--- config.mk ---
export PLATFORM = sky130hd
export DESIGN_NAME = lfsr_seq_master
export DESIGN_NICKNAME = d
export VERILOG_FILES = /design/src/rtl/lfsr_seq_master.sv
export SDC_FILE = /design/constraint.sdc
export NUM_CORES = 1
export LEC_CHECK = 0
export CORE_MARGIN = 4
export CORE_UTILIZATION = 38
export DETAILED_ROUTE_END_ITERATION = 12
export HOLD_SLACK_MARGIN = 0.03
export PLACE_DENSITY_LB_ADDON = 0.1
export SETUP_SLACK_MARGIN = 0.4
export SYNTH_ARGS = -nofsm -noshare
export SYNTH_HDL_FRONTEND = slang
export SYNTH_SLANG_ARGS = --single-unit
--- constraint.sdc ---
create_clock -name i_clk -period 2.6 [get_ports i_clk]
set_input_delay 0.26 -clock i_clk [delete_from_list [all_inputs] [get_ports i_clk]]
set_output_delay 0.26 -clock i_clk [all_outputs]
set_load 0.05 [all_outputs]
--- src/rtl/lfsr_seq_master.sv ---
// Wishbone master that seeds the LFSR peripheral, releases it, then reads back
// N single-bit samples and packs them MSB-first into o_word.
module lfsr_seq_master #(
  parameter int MAX_BITS = 32,
  parameter int TIMEOUT  = 15
) (
  input  logic                i_clk,
  input  logic                i_reset,
  input  logic                i_start,
  input  logic                i_skip_seed,
  input  logic [31:0]         i_seed,
  input  logic [5:0]          i_nbits,
  output logic                o_busy,
  output logic                o_done,
  output logic                o_err,
  output logic [MAX_BITS-1:0] o_word,
  output logic                o_wb_cyc,
  output logic                o_wb_stb,
  output logic                o_wb_we,
  output logic [2:0]          o_wb_addr,
  output logic [7:0]          o_wb_data,
  input  logic                i_wb_stall,
  input  logic                i_wb_ack,
  input  logic                i_wb_data
);

  localparam int              WD_W      = $clog2(TIMEOUT + 1);
  localparam logic [5:0]      NBITS_MAX = 6'(MAX_BITS);
  localparam logic [WD_W-1:0] WD_LAST   = WD_W'(TIMEOUT - 1);

  typedef enum logic [2:0] {
    IDLE, SEED, CTRL_LOAD, CTRL_RUN, READ, DONE
  } state_t;

  state_t          state, state_nxt;
  logic [31:0]     seed_q;
  logic [1:0]      byte_idx;
  logic [5:0]      remain;
  logic [WD_W-1:0] wdog;
  logic            pend;
  logic            err_q;

  logic start_ok, accept, ack_ok, timeout, launch;

  assign start_ok = (state == IDLE) && i_start;
  assign accept   = o_wb_stb && !i_wb_stall;
  assign ack_ok   = pend && i_wb_ack;
  // An ack arriving in the last watchdog cycle still completes the transfer.
  assign timeout  = pend && !i_wb_ack && (wdog == WD_LAST);
  assign launch   = start_ok || (ack_ok && (state_nxt != DONE));

  always_ff @(posedge i_clk or posedge i_reset) begin
    if (i_reset) state <= IDLE;
    else         state <= state_nxt;
  end

  always_comb begin
    state_nxt = state;
    case (state)
      IDLE:      if (i_start) state_nxt = i_skip_seed ? READ : SEED;
      SEED: begin
        if (timeout)                         state_nxt = DONE;
        else if (ack_ok && byte_idx == 2'd3) state_nxt = CTRL_LOAD;
      end
      CTRL_LOAD: begin
        if (timeout)     state_nxt = DONE;
        else if (ack_ok) state_nxt = CTRL_RUN;
      end
      CTRL_RUN: begin
        if (timeout)     state_nxt = DONE;
        else if (ack_ok) state_nxt = READ;
      end
      READ: begin
        if (timeout)                       state_nxt = DONE;
        else if (ack_ok && remain == 6'd1) state_nxt = DONE;
      end
      DONE:      state_nxt = IDLE;
      default:   state_nxt = IDLE;
    endcase
  end

  always_ff @(posedge i_clk or posedge i_reset) begin
    if (i_reset) begin
      o_wb_stb <= 1'b0;
      pend     <= 1'b0;
      wdog     <= '0;
      byte_idx <= 2'd0;
      remain   <= 6'd0;
      err_q    <= 1'b0;
      o_word   <= '0;
    end else begin
      if (launch)      o_wb_stb <= 1'b1;
      else if (accept) o_wb_stb <= 1'b0;

      if (accept)                 pend <= 1'b1;
      else if (ack_ok || timeout) pend <= 1'b0;

      if (accept)    wdog <= '0;
      else if (pend) wdog <= wdog + 1'b1;

      if (start_ok)                     byte_idx <= 2'd0;
      else if (state == SEED && ack_ok) byte_idx <= byte_idx + 2'd1;

      if (start_ok) begin
        if (i_nbits == 6'd0 || i_nbits > NBITS_MAX) remain <= NBITS_MAX;
        else                                        remain <= i_nbits;
      end else if (state == READ && ack_ok) begin
        remain <= remain - 6'd1;
      end

      if (start_ok)     err_q <= 1'b0;
      else if (timeout) err_q <= 1'b1;

      if (start_ok)                     o_word <= '0;
      else if (state == READ && ack_ok) o_word <= {o_word[MAX_BITS-2:0], i_wb_data};
    end
  end

  always_ff @(posedge i_clk) begin
    if (start_ok) seed_q <= i_seed;
  end

  assign o_busy   = (state != IDLE) && (state != DONE);
  assign o_done   = (state == DONE);
  assign o_err    = o_done && err_q;
  assign o_wb_cyc = o_busy;

  // Address/data follow the state, so they stay put for as long as the slave stalls.
  always_comb begin
    o_wb_we   = 1'b0;
    o_wb_addr = 3'd0;
    o_wb_data = 8'd0;
    case (state)
      SEED: begin
        o_wb_we   = 1'b1;
        o_wb_addr = {1'b0, byte_idx};
        o_wb_data = seed_q[{byte_idx, 3'b000} +: 8];
      end
      CTRL_LOAD: begin
        o_wb_we   = 1'b1;
        o_wb_addr = 3'd4;
        o_wb_data = 8'h02;
      end
      CTRL_RUN: begin
        o_wb_we   = 1'b1;
        o_wb_addr = 3'd4;
        o_wb_data = 8'h00;
      end
      default: ;
    endcase
  end

endmodule

==> summary.md <==
| Metric | Value |
|---|---|
| Share of cells above drive strength 1 | 12.44% |
| Worst path bufs/invs | 1 |
| CP top delay family | simple AND/OR/NAND/NOR gates |
| Register clock-pin slew on the reported worst setup and hold paths | 0.09 ns |
| Gr usage total | 14.41% |
| Clk_lat worst skew | 0.34 ns |
| Final GP Congestion | approximately 0.78 |
| Sequential share of the synthesized area | 60.97% |
| Max incr delay on CP | 0.55 ns |
| Worst setup SP type | flip-flop |
| CTS Sinks | 82 |
| Sw Pwr | roughly 1.5 mW |
| Die X | approximately 110 um |
| Pleak | 2.102 nW |
| TritonCTS clock tree | yes |
| CTS Buf Count | 9 |
| Nets | 455 |
| Fin. Hold Viols | 0 |
| Routed Antenna Nets | 0 |
| Max H-tree Level | 3 |
| Prevailing post-synth register cell | dfrtp_1 |
| 1st-pass router iterations | 4 |
| Clk pwr share | 23.2% |
| Clock Tree Root | clkbuf_8 |
| Number of setup buffers added after CTS | 0 |
| Internal power | 2.635 mW |
| Overflow after GRT | 0 |
| Layout area overhead | 32.83% |
| Initial Util | between 30 and 40% |
| Longest Clk Path Bufs | 2 |
| Ys Warns | 0 |
| Synth Instances | 313 |
| Buffers on Ports | 93 |
| Slowest-stage cell, CP | dfrtp_1 |
| Die Area | between 0.01 and 0.015 mm^2 |
| Reg power frac | 43.0% |
| Crit path required time | 2.34 ns |
| Worst path cell trace | or3b_4 -> nor2b_1 -> buf_4 |
| Crit path time final | 2.061 ns |
| # rows | 35 |
| Wire per inst | between 10 and 15 um |
| Min-Delay Path Class | in -> async |
| Crit share post-route | 79.26% |
| Unrepaired setup endpoints after global routing | no |
| Placed cell area | between 0.004 and 0.005 mm^2 |
| Final Core Density | 51.91% |
| CTS Hold Bufs | 0 |
| Vias | ~2,600 |
| Register bit total from synthesis | 82 |
| Slew @ Worst Pin | 0.5032 ns |
| Synthesized area per cell | about 12 um^2 |
| Max_slew headroom | 66.35% |
| Peak Freq | 485.2 MHz |
| Critical path capture point type | output port |
| DR iter-0 viols | 150 |
| Ports | 94 |
| Setup WS post-layout | 0.5391 ns |
| Max Slew Vio Count | 0 |
| Initial antenna violation count | 0 |
| VDD IR max | 0.4895 mV |
| Max-cap violations | 0 |
| Dpl hpwl | 5333 um |
| WL final | 7751 um |
| WP data arrival | approximately 1.8 ns |
| First-pass GRT wire length | 12,870 um |
| Ant diodes | 0 |
| Post-route DRC | 0 |
| Comb pwr share | about 34% |
| Place WS | 0.4976 ns |
| PwrDens | 858.6 mW/mm^2 |
| CP Max Fanout | 10 |
| Design area | 0.004820 mm^2 |
| Vias in the first global route | between 2,000 and 3,000 |
| Synth unique cells | 40 |
| Setup TNS Final | 0 ns |
| Post-synth ARST share | 60.98% |
| Kind of critical path | reg -> out |
| Post-Synthesis Cell Area | 0.003628 mm^2 |
| Status | finished, final reports clean |
| Core area | between 0.009 and 0.01 mm^2 |
| Fin Hold WS | 0.2105 ns |
| Sw Share | 36.33% |
| Post-synth EDFFs | 32 |
| Syn Nets | 363 |
| Vias/cell | 4.831 |
| Largest net degree at the start of global routing | 38 |
| Clock Skew | 0.01094 ns |
| Die H | 105.7 um |
| Fill count | 863 |
| Setup Viol. Count Final | 0 |
[flip-flops by register name, indices dropped and copies added, names as in the netlist]
name and cells:
err_q 1, byte_idx 2, state 3, remain 6, seed_q 32, o_wb_stb 1, o_word 32, wdog 4
pend 1
[stage by stage]
step	power, mW	std cells
floorplan	2.874	313
global placement	3.225	523
detailed placement	3.239	523
CTS	4.197	539
global route	4.391	539
finish	4.138	539
[worst paths after layout]
path	start	endpoint	slack, ns	cells after the start
setup reg to reg	state[2]$_DFF_PP0_	remain[5]$_DFFE_PP0P_	0.77	5
min in group i_clk	i_wb_data	o_word[0]$_DFFE_PP0P_	0.44	3
max in group asynchronous	i_reset	byte_idx[0]$_DFFE_PP0P_	1.81	3
setup / recovery	state[0]$_DFF_PP0_	o_wb_data[4]	0.54	3
hold / removal	i_reset	o_word[28]$_DFFE_PP0P_	0.21	2
hold reg to reg	o_word[13]$_DFFE_PP0P_	o_word[14]$_DFFE_PP0P_	0.50	2
[cell usage in the layout, fill, tap and decap left out, types with 2 or more instances in the layout]
master / n
mux4_2: 8
nand4_1: 3
xnor2_1: 3
xor2_1: 5
buf_4: 15
nand3_1: 39
inv_1: 7
and2_1: 3
clkbuf_2: 4
nor3_1: 4
o21ai_0: 4
nor2_1: 12
a211oi_1: 2
dlygate4sd2_1: 4
a21oi_1: 9
clkdlybuf4s50_1: 77
dfrtp_1: 49
clkbuf_8: 9
nand2_1: 70
nor2b_1: 12
edfxtp_1: 32
and3_1: 4
clkbuf_1: 2
mux2i_1: 2
ha_1: 5
[synth_stat cells (2+ instances only)]
| master | number | share of area [%] |
|---|---|---|
| a21oi_1 | 9 | 1.2 |
| nand4_1 | 3 | 0.52 |
| buf_4 | 6 | 1.2 |
| a211oi_1 | 2 | 0.41 |
| xor2_1 | 5 | 1.2 |
| edfxtp_1 | 32 | 26 |
| buf_2 | 9 | 1.2 |
| nor2b_1 | 12 | 2.1 |
| mux4_2 | 8 | 5.0 |
| and3_1 | 4 | 0.69 |
| xnor2_1 | 3 | 0.72 |
| nand3_1 | 39 | 5.4 |
| mux2i_1 | 2 | 0.55 |
| nor3_1 | 4 | 0.55 |
| inv_1 | 8 | 0.83 |
| nor2_1 | 12 | 1.2 |
| nand2_1 | 70 | 7.2 |
| buf_6 | 5 | 1.6 |
| ha_1 | 5 | 1.7 |
| o21ai_0 | 4 | 0.55 |
| dfrtp_1 | 50 | 34 |
| and2_1 | 3 | 0.52 |
[power by group through the flow]
| stage | Sequential, mW | Combinational (mW) | Clock (mW) |
|---|---|---|---|
| finish | 1.78 | 1.40 | 0.959 |
| global placement | 1.80 | 1.43 | 0 |
| floorplan | 1.80 | 1.08 | 0 |
| CTS | 1.78 | 1.42 | 0.998 |
| global route | 1.81 | 1.53 | 1.05 |
| detailed placement | 1.80 | 1.44 | 0 |
[logic make-up (layout without fill, tap and decap cells)]
logic type               Yosys count  after routing  share of synthesized area, %
AND/OR/NAND/NOR                  155            155                         20.66
flip-flops                        82             82                         60.97
buffers and inverters             29            126                         4.965
AO/OA/AOI/OAI                     24             24                         4.241
multiplexers                      10             10                         5.517
XOR/XNOR                           8              8                         1.931
adder cells (fa/ha/maj)            5              5                         1.724
[layer usage]
metal | vias up | global-route usage, % | part of all wire (%)
li1 | 1266 | - | -
met1 | 1273 | 19.75 | 47
met2 | 59 | 21.90 | 46
met3 | 6 | 3.797 | 5.3
met4 | 0 | 5.550 | 1.0
met5 | - | 0 | 0
[layout make-up]
cell class / instances / area, um^2 / share of cell area [%]
Clock buffer: 12 / 156.4 / 3.245
Clock inverter: 4 / 50.05 / 1.038
Inverter: 8 / 30.03 / 0.6231
Multi-Input combinational cell: 202 / 1239 / 25.70
Sequential cell: 82 / 2213 / 45.92
Tap cell: 129 / 161.4 / 3.349
Timing Repair Buffer: 102 / 969.7 / 20.12
[timing repair]
item | CTS | global route
endpoints found under the setup margin | 15 | 5
endpoints found under the hold margin | 0 | 0
gates resized for setup | 12 | 7
Power figures use the tool's default switching activity.
